File: config.mk
export PLATFORM = sky130hd
export DESIGN_NAME = vga_frame_scanner
export DESIGN_NICKNAME = d
export VERILOG_FILES = /design/src/rtl/vga_frame_scanner.sv
export SDC_FILE = /design/constraint.sdc
export NUM_CORES = 1
export LEC_CHECK = 0
export BUFFER_PORTS_ARGS = -buffer_cell sky130_fd_sc_hd__buf_2
export CORE_MARGIN = 1
export CORE_UTILIZATION = 51
export DETAILED_ROUTE_END_ITERATION = 16
export PLACE_DENSITY = 0.76
export SLEW_MARGIN = 0
export SYNTH_ARGS = -nofsm -noshare
export SYNTH_HDL_FRONTEND = slang
export SYNTH_SLANG_ARGS = --single-unit
File: constraint.sdc
create_clock -name clk -period 4.1 [get_ports clk]
set_input_delay 0.41 -clock clk [delete_from_list [all_inputs] [get_ports clk]]
set_output_delay 0.41 -clock clk [all_outputs]
set_load 0.05 [all_outputs]
File: src/rtl/vga_frame_scanner.sv
// VGA 640x480@60 scanner for a 256x256 8-bit pixel RAM; pixels realigned to sync by RD_LAT.
// Define VGA_BORDER_EN to draw a white 1-pixel outline just outside the image window.
module vga_frame_scanner #(
   parameter int         RD_LAT   = 1,
   parameter int         IMG_X0   = 192,
   parameter int         IMG_Y0   = 112,
   parameter logic [7:0] BG_LEVEL = 8'd0,
   parameter int         H_VIS    = 640,
   parameter int         H_FP     = 16,
   parameter int         H_SYNC   = 96,
   parameter int         H_BP     = 48,
   parameter int         V_VIS    = 480,
   parameter int         V_FP     = 10,
   parameter int         V_SYNC   = 2,
   parameter int         V_BP     = 33
) (
   input  logic        clk,
   input  logic        reset,
   input  logic        pix_en,
   input  logic        enable,
   input  logic [7:0]  pixel_in,
   output logic [15:0] pixel_addr,
   output logic        hsync,
   output logic        vsync,
   output logic [7:0]  vga_r,
   output logic [7:0]  vga_g,
   output logic [7:0]  vga_b,
   output logic        blank_n,
   output logic        frame_start
);
   localparam logic [9:0] H_LAST = 10'(H_VIS + H_FP + H_SYNC + H_BP - 1);
   localparam logic [9:0] V_LAST = 10'(V_VIS + V_FP + V_SYNC + V_BP - 1);

   typedef enum logic {IDLE, SCAN} state_t;
   typedef struct packed {
      logic hs;
      logic vs;
      logic act;
      logic win;
`ifdef VGA_BORDER_EN
      logic brd;
`endif
   } stage_t;
   localparam int     STG_W    = $bits(stage_t);
   localparam stage_t STG_IDLE = stage_t'({2'b11, {(STG_W-2){1'b0}}});

   state_t                 state_q, state_d;
   logic [9:0]             h_q, h_d, v_q, v_d;
   logic [15:0]            addr_q, addr_d;
   logic                   fs_q, fs_d, hs_q, hs_d, vs_q, vs_d, bn_q, bn_d;
   logic [7:0]             rgb_q, rgb_d;
   stage_t [RD_LAT-1:0]    pipe_q, pipe_d;
   stage_t                 stg_in, tail;

   function automatic logic in_win(logic [9:0] h, logic [9:0] v);
      return h >= 10'(IMG_X0) && h < 10'(IMG_X0 + 256) &&
             v >= 10'(IMG_Y0) && v < 10'(IMG_Y0 + 256);
   endfunction

`ifdef VGA_BORDER_EN
   function automatic logic on_border(logic [9:0] h, logic [9:0] v);
      logic x_ext, y_ext;
      x_ext = h >= 10'(IMG_X0 - 1) && h <= 10'(IMG_X0 + 256);
      y_ext = v >= 10'(IMG_Y0 - 1) && v <= 10'(IMG_Y0 + 256);
      return (x_ext && (v == 10'(IMG_Y0 - 1) || v == 10'(IMG_Y0 + 256))) ||
             (y_ext && (h == 10'(IMG_X0 - 1) || h == 10'(IMG_X0 + 256)));
   endfunction
`endif

   always_comb begin
      state_d = state_q;
      h_d     = h_q;
      v_d     = v_q;
      addr_d  = addr_q;
      fs_d    = fs_q;
      pipe_d  = pipe_q;
      hs_d    = hs_q;
      vs_d    = vs_q;
      bn_d    = bn_q;
      rgb_d   = rgb_q;
      tail    = pipe_q[RD_LAT-1];

      // Flags for the current counter position; IDLE feeds blanked, inactive sync.
      stg_in = STG_IDLE;
      if (state_q == SCAN) begin
         stg_in.hs  = !(h_q >= 10'(H_VIS + H_FP) && h_q < 10'(H_VIS + H_FP + H_SYNC));
         stg_in.vs  = !(v_q >= 10'(V_VIS + V_FP) && v_q < 10'(V_VIS + V_FP + V_SYNC));
         stg_in.act = h_q < 10'(H_VIS) && v_q < 10'(V_VIS);
         stg_in.win = in_win(h_q, v_q);
`ifdef VGA_BORDER_EN
         stg_in.brd = on_border(h_q, v_q);
`endif
      end

      if (pix_en) begin
         fs_d = (state_q == SCAN) && h_q == 10'd0 && v_q == 10'd0;
         if (state_q == IDLE) begin
            h_d = '0;
            v_d = '0;
            if (enable) state_d = SCAN;
         end else if (h_q == H_LAST) begin
            h_d = '0;
            if (v_q == V_LAST) begin
               v_d = '0;
               if (!enable) state_d = IDLE;
            end else begin
               v_d = v_q + 10'd1;
            end
         end else begin
            h_d = h_q + 10'd1;
         end

         // Address tracks the new counter value so RAM data returns RD_LAT ticks later,
         // exactly when the matching flags leave the last pipeline stage.
         if (state_d == IDLE)
            addr_d = '0;
         else if (in_win(h_d, v_d))
            addr_d = {8'(v_d - 10'(IMG_Y0)), 8'(h_d - 10'(IMG_X0))};

         pipe_d[0] = stg_in;
         for (int i = 1; i < RD_LAT; i++) pipe_d[i] = pipe_q[i-1];

         hs_d = tail.hs;
         vs_d = tail.vs;
         bn_d = tail.act;
         if (!tail.act)
            rgb_d = 8'h00;
         else if (tail.win)
            rgb_d = pixel_in;
`ifdef VGA_BORDER_EN
         else if (tail.brd)
            rgb_d = 8'hFF;
`endif
         else
            rgb_d = BG_LEVEL;
      end
   end

   always_ff @(posedge clk) begin
      if (reset) begin
         state_q <= IDLE;
         h_q     <= '0;
         v_q     <= '0;
         addr_q  <= '0;
         fs_q    <= 1'b0;
         hs_q    <= 1'b1;
         vs_q    <= 1'b1;
         bn_q    <= 1'b0;
         rgb_q   <= '0;
         for (int i = 0; i < RD_LAT; i++) pipe_q[i] <= STG_IDLE;
      end else begin
         state_q <= state_d;
         h_q     <= h_d;
         v_q     <= v_d;
         addr_q  <= addr_d;
         fs_q    <= fs_d;
         hs_q    <= hs_d;
         vs_q    <= vs_d;
         bn_q    <= bn_d;
         rgb_q   <= rgb_d;
         pipe_q  <= pipe_d;
      end
   end

   assign pixel_addr  = addr_q;
   assign hsync       = hs_q;
   assign vsync       = vs_q;
   assign blank_n     = bn_q;
   assign vga_r       = rgb_q;
   assign vga_g       = rgb_q;
   assign vga_b       = rgb_q;
   assign frame_start = fs_q;

endmodule
## Yosys cells after proc, flatten, opt, wreduce, memory -nomap -nowiden

Index checks and enable logic that the tools add are counted.

- Bits in read-only memories: 0
- Memories kept: 0
- Flip-flop bits (word level): 53
- Bits in latches: 0
- Word-level logic and storage cells: 67
- Output and inout bits: 44
- Input port bits: 12
- Bits in writable memories: 0

- Reductions and logical operators: 16
- Eq/ne operators: 3
- Order comparisons: 14
- Multiplexer cells: 17
- Bitwise gates (word level): 0
- Add/sub/neg operators: 4
- Divide/modulo/power cells: 0
- $mul: 0
- Shift-type cells: 0

Operator list:

| kind | number |
|---|---|
| $mux W10 | 7 |
| $lt A10 B9 Y1 const B | 6 |
| $mux W16 | 2 |
| $add A10 B1 Y10 const B | 2 |
| $eq A10 B10 Y1 const B | 2 |
| $ge A10 B7 Y1 const B | 2 |
| $ge A10 B8 Y1 const B | 2 |
| $logic_not A10 Y1 | 2 |
| $lt A10 B10 Y1 const B | 2 |
| $mux W8 | 2 |
| $logic_and A1 B1 Y1 | 11 |
| $ge A10 B10 Y1 const B | 1 |
| $ge A10 B9 Y1 const B | 1 |
| $sub A8 B7 Y8 const B | 1 |
| $sub A8 B8 Y8 const B | 1 |
| $mux W1 | 5 |
| $mux W4 | 1 |
| $logic_not A1 Y1 | 2 |
| $ne A2 B2 Y1 const B | 1 |
| $reduce_and A2 Y1 | 1 |

## Longest topological paths before layout

Gate-level depths: netlist of run 1.

- Word-level depth: 10
- Depth in mapped cells: 17
- Mapped depth without buffers: 13

## Least setup slack after synthesis of run 1

Ideal clock, no wire load.

- Path kind: flip-flop to flip-flop
- Start point: register v_q[1]
- End point: register addr_q[11] (netlist: pixel_addr[11])
- Required time: 4.036 ns
- Library setup time: 0.064 ns
- Clock period less this slack: 3.889 ns
- Arrival: 3.825 ns
- Path buffers: 2
- Stages on the path, launching flop included: 16
- Slack: 0.211 ns
- Cells stage by stage: dfxtp_1 -> buf_2 -> inv_1 -> ha_1 -> or4b_1 -> nor3_1 -> a21o_1 -> buf_2 -> nor2_1 -> ha_1 -> or4b_2 -> a211oi_1 -> o31a_1 -> o21ai_2 -> or4_1 -> nand3_1

- Word-level cells in the longest chain between the ends: 10
- Elaborated cells on any way between the ends: 19
- Those cells by class: add/sub: 2; order compare: 2; eq/ne: 2; mux: 10; reduce/logical: 3

RTL lines:

| element | RTL line | text |
|---|---|---|
| from (decl) | 48 | `logic [9:0] h_q, h_d, v_q, v_d;` |
| from (signal assigned) | 154 | `v_q <= v_d;` |
| $add A10 B1 Y10 or $eq A10 B10 Y1 (tied branches) | 107, 103 |  |
| $mux W10 | 103 | `if (v_q == V_LAST) begin` |
| $mux W10 | 101 | `end else if (h_q == H_LAST) begin` |
| $mux W10 | 97 | `if (state_q == IDLE) begin` |
| $mux W10 | 95 | `if (pix_en) begin` |
| $ge A10 B7 Y1 | 57 | `v >= 10'(IMG_Y0) && v < 10'(IMG_Y0 + 256);` |
| $logic_and A1 B1 Y1 | 56 | `return h >= 10'(IMG_X0) && h < 10'(IMG_X0 + 256) &&` |
| $logic_and A1 B1 Y1 | 57 |  |
| $ne A2 B2 Y1 (no source line) | -- |  |
| $reduce_and A2 Y1 (no source line) | -- |  |
| to (signal assigned) | 155 | `addr_q <= addr_d;` |
| to (decl) | 49 | `logic [15:0] addr_q, addr_d;` |

Parallel ways exist; a longest one is shown, timed or not. The select of a mux whose other input is x is not followed.
A chain may end at the register's enable or synchronous reset.

## Final worst setup path of run 1

- Start point: register v_q[0]
- End point: register addr_q[10] (netlist: pixel_addr[10])

The elaborated chain is that of the path after synthesis.

==> results of run 1 <==
==> layout make-up <==
class                      instances  area [sq um]
inverter                          12          45.0
timing repair buffer              74           418
tap                               75          93.8
fill                             575          2430
sequential                        53          1060
clock inverter                     3          25.0
multi-input combinational        299          1910
clock buffer                       5          68.8
==> state kept, by name (all words and copies together), names as in the netlist <==
signal and count:
frame_start 1, vga_b 8, blank_n 1, v_q 10
h_q 10, vsync 1, pixel_addr 16, pipe_q 4
state_q 1, hsync 1
==> metrics by stage <==
stage          hold WS (ps)  cells  power [W]
4_1_cts                 347    521   0.000930
2_1_floorplan           440    412   0.000595
3_3_place_gp            446    513   0.000618
3_5_place_dp            454    513   0.000619
6_report                356    521   0.000923
5_1_grt                 359    521   0.000958
==> synth_stat cells (all sizes together), types with 9 or more instances <==
library cell / number
a21oi: 28
a31oi: 14
buf: 30
clkbuf: 18
dfxtp: 53
inv: 11
mux2i: 13
nand2: 35
nand2b: 15
nand3: 22
nor2: 29
nor3: 9
nor3b: 15
o21ai: 27
==> critical path, cell delays in order (launching register included) <==
cell and delay [ps]:
dfxtp_1 390, inv_1 140, ha_1 160, or4b_1 480
nor3_2 230, a21o_1 180, nor2_1 90, ha_1 260
or4b_2 670, a211oi_1 280, nor4_1 110, o21ai_2 270
o21ai_4 170, a221o_1 340
==> logic make-up (layout without fill, tap and decap cells) <==
logic type | Yosys count | after routing | share of synthesized area, %
simple gates | 172 | 172 | 29.6
compound gates | 94 | 94 | 17.9
buf+inv | 60 | 94 | 9.71
xor+xnor | 11 | 11 | 3.16
flops | 53 | 53 | 32.3
fa+ha+maj | 7 | 7 | 2.67
mux | 15 | 15 | 4.65
==> per-layer routing <==
layer / wire [um] / track usage (%) / vias up
li1: - / - / 1517
met1: 3680 / 32.1 / 1442
met2: 3730 / 40.4 / 100
met3: 387 / 3.19 / 20
met4: 218 / 13.3 / 0
met5: 0 / 0 / -
==> power breakdown <==
part / leakage, nW / internal [W] / switching [W]
logic: 0.930 / 0.0000286 / 0.0000529
registers: 0.428 / 0.000519 / 0.00000736
clock network: 0.0452 / 0.000125 / 0.000190
==> worst paths after layout <==
kind | startpoint | end | slack, ps | depth (start not counted)
worst max register to register | v_q[0] | pixel_addr[10] | 250 | 13
worst min register to register | pixel_addr[13] | pixel_addr[13] | 470 | 2
worst max-delay path | v_q[0] | pixel_addr[10] | 250 | 13
worst min-delay path | pixel_in[2] | vga_b[2] | 360 | 3
==> what timing repair did <==
item                       4_1_cts  5_1_grt
setup endpoints to repair        0        9
hold endpoints to repair         0        0
gates resized for setup          0        4
==> impl_metrics.json, run 1 <==
{
  "async_flop_share_pct": 0,
  "cp-end-kind": "flop",
  "power.density_nw_per_um2": 254,
  "synth_cell_type_count": 62,
  "cap_violations": 0,
  "gr-total-overflow": 0,
  "vias": 3079,
  "die_w_um": 82.3,
  "vias_per_cell": 5.91,
  "yosys.area.top_type": "dfxtp_1",
  "synth_top_area_share_pct": 32.3,
  "final-hold-violation-count": 0,
  "cts_tree": "yes",
  "cp_max_fo": 15,
  "grt_util_all_layers_pct": 24.9,
  "period_minus_slack_ps": 3850,
  "synthTopCellsByArea": "dfxtp_1 32%, a21oi_1 4.3%, nand2_1 4.0%",
  "ir_drop_v": 0.000143,
  "timing.setup.tns_ps": 0,
  "syn_nets": 431,
  "die_y_um": 82.3,
  "cp.required_ps": 4320,
  "io_pins": 56,
  "gp_congestion": 0.915,
  "portBuffers": 55,
  "ys_seq_elements": 53,
  "cts_buffers": 5,
  "drt.antenna.violating_nets": 0,
  "crit_type": "flop to flop",
  "clk_pin_slew_worst_paths_ps": 100,
  "drive_above_1_share_pct": 22.4,
  "grt_max_degree": 51,
  "cts_setup_buffers": 0,
  "final_cell_mix": "55 x buf_2, 52 x dfxtp_1, 35 x nand2_1, 29 x nor2_1, 28 x a21oi_1",
  "rsz0062_at_grt": "no",
  "dpl_cell_area_sq_um": 3520,
  "relSlewSlack_pct": 50.4,
  "hold_path_class": "input port to flop",
  "dpl_worst_slack_ps": 229,
  "route.detailed.drc": 0,
  "clock_path_buffers": 2,
  "start_kind": "flop",
  "hold_buffers": 0,
  "slew_violations": 0,
  "finalInstanceArea_sq_um": 3630,
  "arrival_ps": 4070,
  "grt_pass1_vias": 2743,
  "fmax_mhz": 259,
  "synth_edf_count": 0,
  "syn-instance-count": 412,
  "initialDrtViolationCount": 204,
  "start_util_pct": 54.2,
  "ys_seq_area_share_pct": 32.3,
  "period_share_pct": 94.0,
  "clock_skew_ps": 14.6,
  "wire_per_inst_um": 15.4,
  "worstMarginPinSlew_ps": 743,
  "finish.utilization_pct": 59.8,
  "wl_mm": 8.02,
  "synth_area_per_cell_sq_um": 7.97,
  "dieArea_sq_um": 6770,
  "layout_commonest_cell": "buf_2",
  "nets": 464,
  "grt_first_pass_wirelength_mm": 13.1,
  "clk_latency_ps": 320,
  "cts.sinks": 53,
  "rows": 28,
  "p_leak_nw": 1.40,
  "cts_root_buf": "clkbuf_8",
  "area_growth_pct": 10.4,
  "setup_viol": 0,
  "dpl.hpwl_mm": 5.66,
  "setup_slack_ps": 246,
  "ys.flop_type": "dfxtp_1",
  "core_area_sq_um": 6060,
  "outcome": "finished clean",
  "yosys_warnings": 0,
  "diodes": 0,
  "netlist_area_sq_um": 3290,
  "antenna_found_initial": 0,
  "dr.pass1.iters": 4,
  "htree_levels": 2
}
(Power assumes the default switching activity.)
==> run 2: changes to the inputs <==
- REMOVE_ABC_BUFFERS: default -> 1
==> impl_metrics.json, run 2 (synthesis gave the netlist of run 1 again) <==
{
  "route.detailed.drc": 0,
  "vias_per_cell": 6.02,
  "cap_violations": 0,
  "cp_max_fo": 8,
  "cp.required_ps": 4320,
  "hold_path_class": "input port to flop",
  "busiest_layer": "met2",
  "ir_drop_v": 0.000184,
  "die_w_um": 82.3,
  "period_minus_slack_ps": 3900,
  "cp_common_cell": "ha_1",
  "dr.pass1.iters": 5,
  "outcome": "finished clean",
  "initialDrtViolationCount": 222,
  "hold_buffers": 0,
  "dpl.hpwl_mm": 6.01,
  "grt_util_all_layers_pct": 25.8,
  "gr-usage-met3_pct": 4.51,
  "slew_violations": 0,
  "gr-total-overflow": 0,
  "die_y_um": 82.3,
  "power.density_nw_per_um2": 262,
  "seq_area_sq_um": 1060,
  "wire_per_inst_um": 15.8,
  "crit_path_end": "pixel_addr[10]",
  "layout_commonest_cell": "buf_2",
  "relSlewSlack_pct": 43.3,
  "final-hold-violation-count": 0,
  "reg2reg_slack_ps": 200,
  "met2_usage_pct": 40.7,
  "area_growth_pct": 14.0,
  "rows": 28,
  "clk_pin_slew_worst_paths_ps": 100,
  "nets": 475,
  "worstPathCellList": "inv_1 > ha_1 > or4b_1 > nor3_1 > a21o_1 > nor2_1 > ha_1 > or4b_2 > a211oi_2 > nor4_1 > o21ai_2 > o21ai_4 > a221o_1",
  "wl_mm": 8.42,
  "cts_buffers": 5,
  "core_area_sq_um": 6060,
  "clk_latency_ps": 320,
  "met1_usage_pct": 36.1,
  "worstHoldStart": "pixel_in[5]",
  "crit_type": "flop to flop",
  "portBuffers": 55,
  "setup_viol": 0,
  "grt_pass1_vias": 2695,
  "diodes": 0,
  "clock_skew_ps": 9.28,
  "cp-end-kind": "flop",
  "clock_path_buffers": 2,
  "htree_levels": 2,
  "cts_tree": "yes",
  "vias": 3205,
  "gp_congestion": 0.995,
  "start_util_pct": 54.2,
  "cts.sinks": 53,
  "power_w": 0.000982,
  "cpPeakStageDelay_ps": 680,
  "p_leak_nw": 1.47,
  "crit_slowest_cell": "or4b_2",
  "largest_reg_flops": 16,
  "rr_endpoint": "pixel_addr[10]",
  "start_kind": "flop",
  "arrival_ps": 4120,
  "drt.antenna.violating_nets": 0,
  "grt_first_pass_wirelength_mm": 13.3,
  "antenna_found_initial": 0,
  "grt_max_degree": 52,
  "reg2reg_depth": 13,
  "nFillCells": 534,
  "io_pins": 56,
  "multi_input_area_sq_um": 1940,
  "cts_root_buf": "clkbuf_8",
  "worstMarginPinSlew_ps": 851,
  "startpoint": "v_q[0]",
  "finish.utilization_pct": 61.8,
  "final_cell_mix": "55 x buf_2, 53 x dfxtp_1, 35 x nand2_1, 29 x nor2_1, 29 x buf_4",
  "period_share_pct": 95.0,
  "fmax_mhz": 257,
  "drive_above_1_share_pct": 24.3,
  "r2r_start": "v_q[0]",
  "dieArea_sq_um": 6770
}
run 2: how the worst min path moves through the flow:
stage	slack (ps)	cells after the start	endpoint
final	350	3	vga_b[5]
after global placement	440	2	pixel_addr[13]
after global routing	350	3	vga_b[6]
after CTS	350	3	vga_b[5]
after detailed placement	450	2	pixel_addr[1]
after floorplan	440	2	pipe_q[0]
run 2: power by group:
part / switching [W] / internal, W
registers: 0.00000520 / 0.000519
clock network: 0.000185 / 0.000186
logic: 0.0000570 / 0.0000294
run 2: layer usage:
| layer | vias to the layer above | part of all wire (%) |
|---|---|---|
| met2 | 149 | 45 |
| li1 | 1540 | - |
| met1 | 1501 | 46 |
| met3 | 15 | 7.3 |
| met4 | 0 | 1.4 |
| met5 | - | 0 |
run 2: what timing repair did:
action | in CTS | in global routing
resized for setup | 0 | 5
setup buffers | 0 | 2
setup endpoints to repair | 0 | 16
run 2: per-stage QoR:
| stage | TNS [ps] | worst slack [ps] | area, sq um | hold slack (ps) | cells |
|---|---|---|---|---|---|
| 2_1_floorplan | 0 | 229 | 3010 | 439 | 364 |
| 3_3_place_gp | 0 | 292 | 3580 | 444 | 521 |
| 3_5_place_dp | 0 | 129 | 3580 | 454 | 521 |
| 4_1_cts | 0 | 95.7 | 3700 | 353 | 529 |
| 5_1_grt | -10.2 | -10.2 | 3740 | 353 | 532 |
| 6_report | 0 | 204 | 3740 | 353 | 532 |
run 2: cell type report:
cell class / instances / share of cell area (%)
sequential: 53 / 28.3
clock inverter: 3 / 1.27
multi-input combinational: 300 / 51.7
tap: 75 / 2.51
clock buffer: 5 / 1.84
timing repair buffer: 84 / 13.2
inverter: 12 / 1.20
run 2: critical path: cells and delay by family, from the launching register on:
kind	cells	cell delay, ps
and+or+nand+nor	5	1610
AOI/OAI and AO/OA	5	1240
adders and majority gates	2	420
DFF	1	380
buffers and inverters	1	150
==> run 3: changes to the inputs <==
- MAX_ROUTING_LAYER: default -> met4
==> impl_metrics.json, run 3 (synthesis gave the netlist of run 1 again) <==
{
  "grt_pass1_vias": 2670,
  "period_minus_slack_ps": 3870,
  "core_area_sq_um": 6060,
  "cp_max_fo": 15,
  "vias": 3143,
  "dpl.hpwl_mm": 5.90,
  "diodes": 0,
  "worstMarginPinSlew_ps": 887,
  "cts_root_buf": "clkbuf_8",
  "dp.cells": 519,
  "cp_common_cell": "ha_1",
  "reg2reg_slack_ps": 230,
  "portBuffers": 55,
  "hold_path_class": "input port to flop",
  "cpPeakStageDelay_ps": 680,
  "p_leak_nw": 1.46,
  "grt_first_pass_wirelength_mm": 13.3,
  "p_int_w": 0.000792,
  "clock_skew_ps": 14.2,
  "relSlewSlack_pct": 40.9,
  "final-hold-violation-count": 0,
  "start_util_pct": 54.2,
  "start_kind": "flop",
  "area_growth_pct": 13.2,
  "crit_type": "flop to flop",
  "die_w_um": 82.3,
  "antenna_found_initial": 0,
  "clk_pin_slew_worst_paths_ps": 110,
  "slew_violations": 0,
  "dr.pass1.iters": 5,
  "drive_above_1_share_pct": 23.7,
  "route.detailed.drc": 0,
  "wire_per_inst_um": 15.9,
  "final_cell_mix": "55 x buf_2, 53 x dfxtp_1, 35 x nand2_1, 29 x nor2_1, 28 x a21oi_1",
  "period_share_pct": 94.3,
  "largest_reg_flops": 16,
  "nets": 470,
  "whs_ps": 348,
  "clk_latency_ps": 320,
  "worstPathCellList": "inv_1 > ha_1 > or4b_1 > nor3_2 > a21o_2 > nor2_1 > ha_1 > or4b_2 > a211oi_2 > nor4_1 > o21ai_2 > o21ai_4 > a221o_1",
  "cts_setup_buffers": 0,
  "setup_viol": 0,
  "combPwrFrac_pct": 7.7,
  "vias_per_cell": 5.96,
  "crit_family": "simple AND/OR/NAND/NOR gates",
  "grt_max_degree": 53,
  "rows": 28,
  "clock_path_buffers": 2,
  "htree_levels": 2,
  "cts_buffers": 5,
  "gr-total-overflow": 0,
  "layout_commonest_cell": "buf_2",
  "power_frac_seq_pct": 50.7,
  "power.switching_w": 0.000248,
  "die_y_um": 82.3,
  "gp_congestion": 1.00,
  "arrival_ps": 4090,
  "io_pins": 56,
  "power.density_nw_per_um2": 280,
  "outcome": "finished clean",
  "cp-end-kind": "flop",
  "ir_drop_v": 0.000167,
  "drt.antenna.violating_nets": 0,
  "crit_buf_inv": 1,
  "fmax_mhz": 259,
  "initialDrtViolationCount": 261,
  "post_layout_nonfiller_instances": 527,
  "cts_tree": "yes",
  "wl_mm": 8.39,
  "grt_util_all_layers_pct": 26.6,
  "cap_violations": 0,
  "swShare_pct": 23.8,
  "cts.sinks": 53,
  "crit_slowest_cell": "or4b_2",
  "clkPwrFrac_pct": 41.6,
  "dieArea_sq_um": 6770,
  "cp.required_ps": 4320
}
run 3: final cells by class:
class	count	area [sq um]
repair buffers	80	463
fillers	578	2340
multi-input cells	299	1920
flip-flops and latches	53	1060
inverters	12	45.0
clock buffers	5	68.8
clock inverters	3	68.8
well taps	75	93.8
run 3: worst paths after layout:
path | start | end | depth (start not counted)
worst max-delay path | v_q[0] | pixel_addr[10] | 13
worst min-delay path | pixel_in[2] | vga_b[2] | 3
worst max register to register | v_q[0] | pixel_addr[10] | 13
worst min register to register | pixel_addr[15] | pixel_addr[15] | 2
run 3: timing repair:
item | 4_1_cts | 5_1_grt
hold buffers | 0 | 0
resized for setup | 0 | 5
endpoints found under the hold margin | 0 | 0
setup endpoints to repair | 0 | 16
run 3: metrics by stage:
stage               cell area (sq um)  setup TNS (ps)  power [W]  setup WS [ps]  util, %
floorplan                        3010               0   0.000576            229        -
global placement                 3570               0   0.000617            298     58.9
detailed placement               3570               0   0.000617            157     58.9
CTS                              3710               0    0.00104            137     61.1
global route                     3720           -11.7    0.00107          -11.7     61.4
finish                           3720               0    0.00104            232     61.4
run 3: routing by layer:
metal  part of all wire (%)  wire (um)  GRT usage [%]
met1                     46       3880           36.0
met2                     45       3750           40.8
met3                    7.4        621           3.96
met4                    1.6        134           7.72
met5                      0          0              -
run 3: worst register-to-register path: stages (launching register included):
cell and delay, ps:
dfxtp_1 380, inv_1 140, ha_1 150, or4b_1 480, nor3_2 220, a21o_2 230, nor2_1 100, ha_1 260
or4b_2 690, a211oi_2 240, nor4_1 100, o21ai_2 270, o21ai_4 170, a221o_1 340
run 3: power by group through the flow:
stage          registers, W  logic (W)  clock network (W)
6_report           0.000527  0.0000802           0.000433
5_1_grt            0.000527  0.0000867           0.000455
4_1_cts            0.000526  0.0000794           0.000439
3_5_place_dp       0.000538  0.0000793                  0
3_3_place_gp       0.000538  0.0000785                  0
2_1_floorplan      0.000541  0.0000350                  0
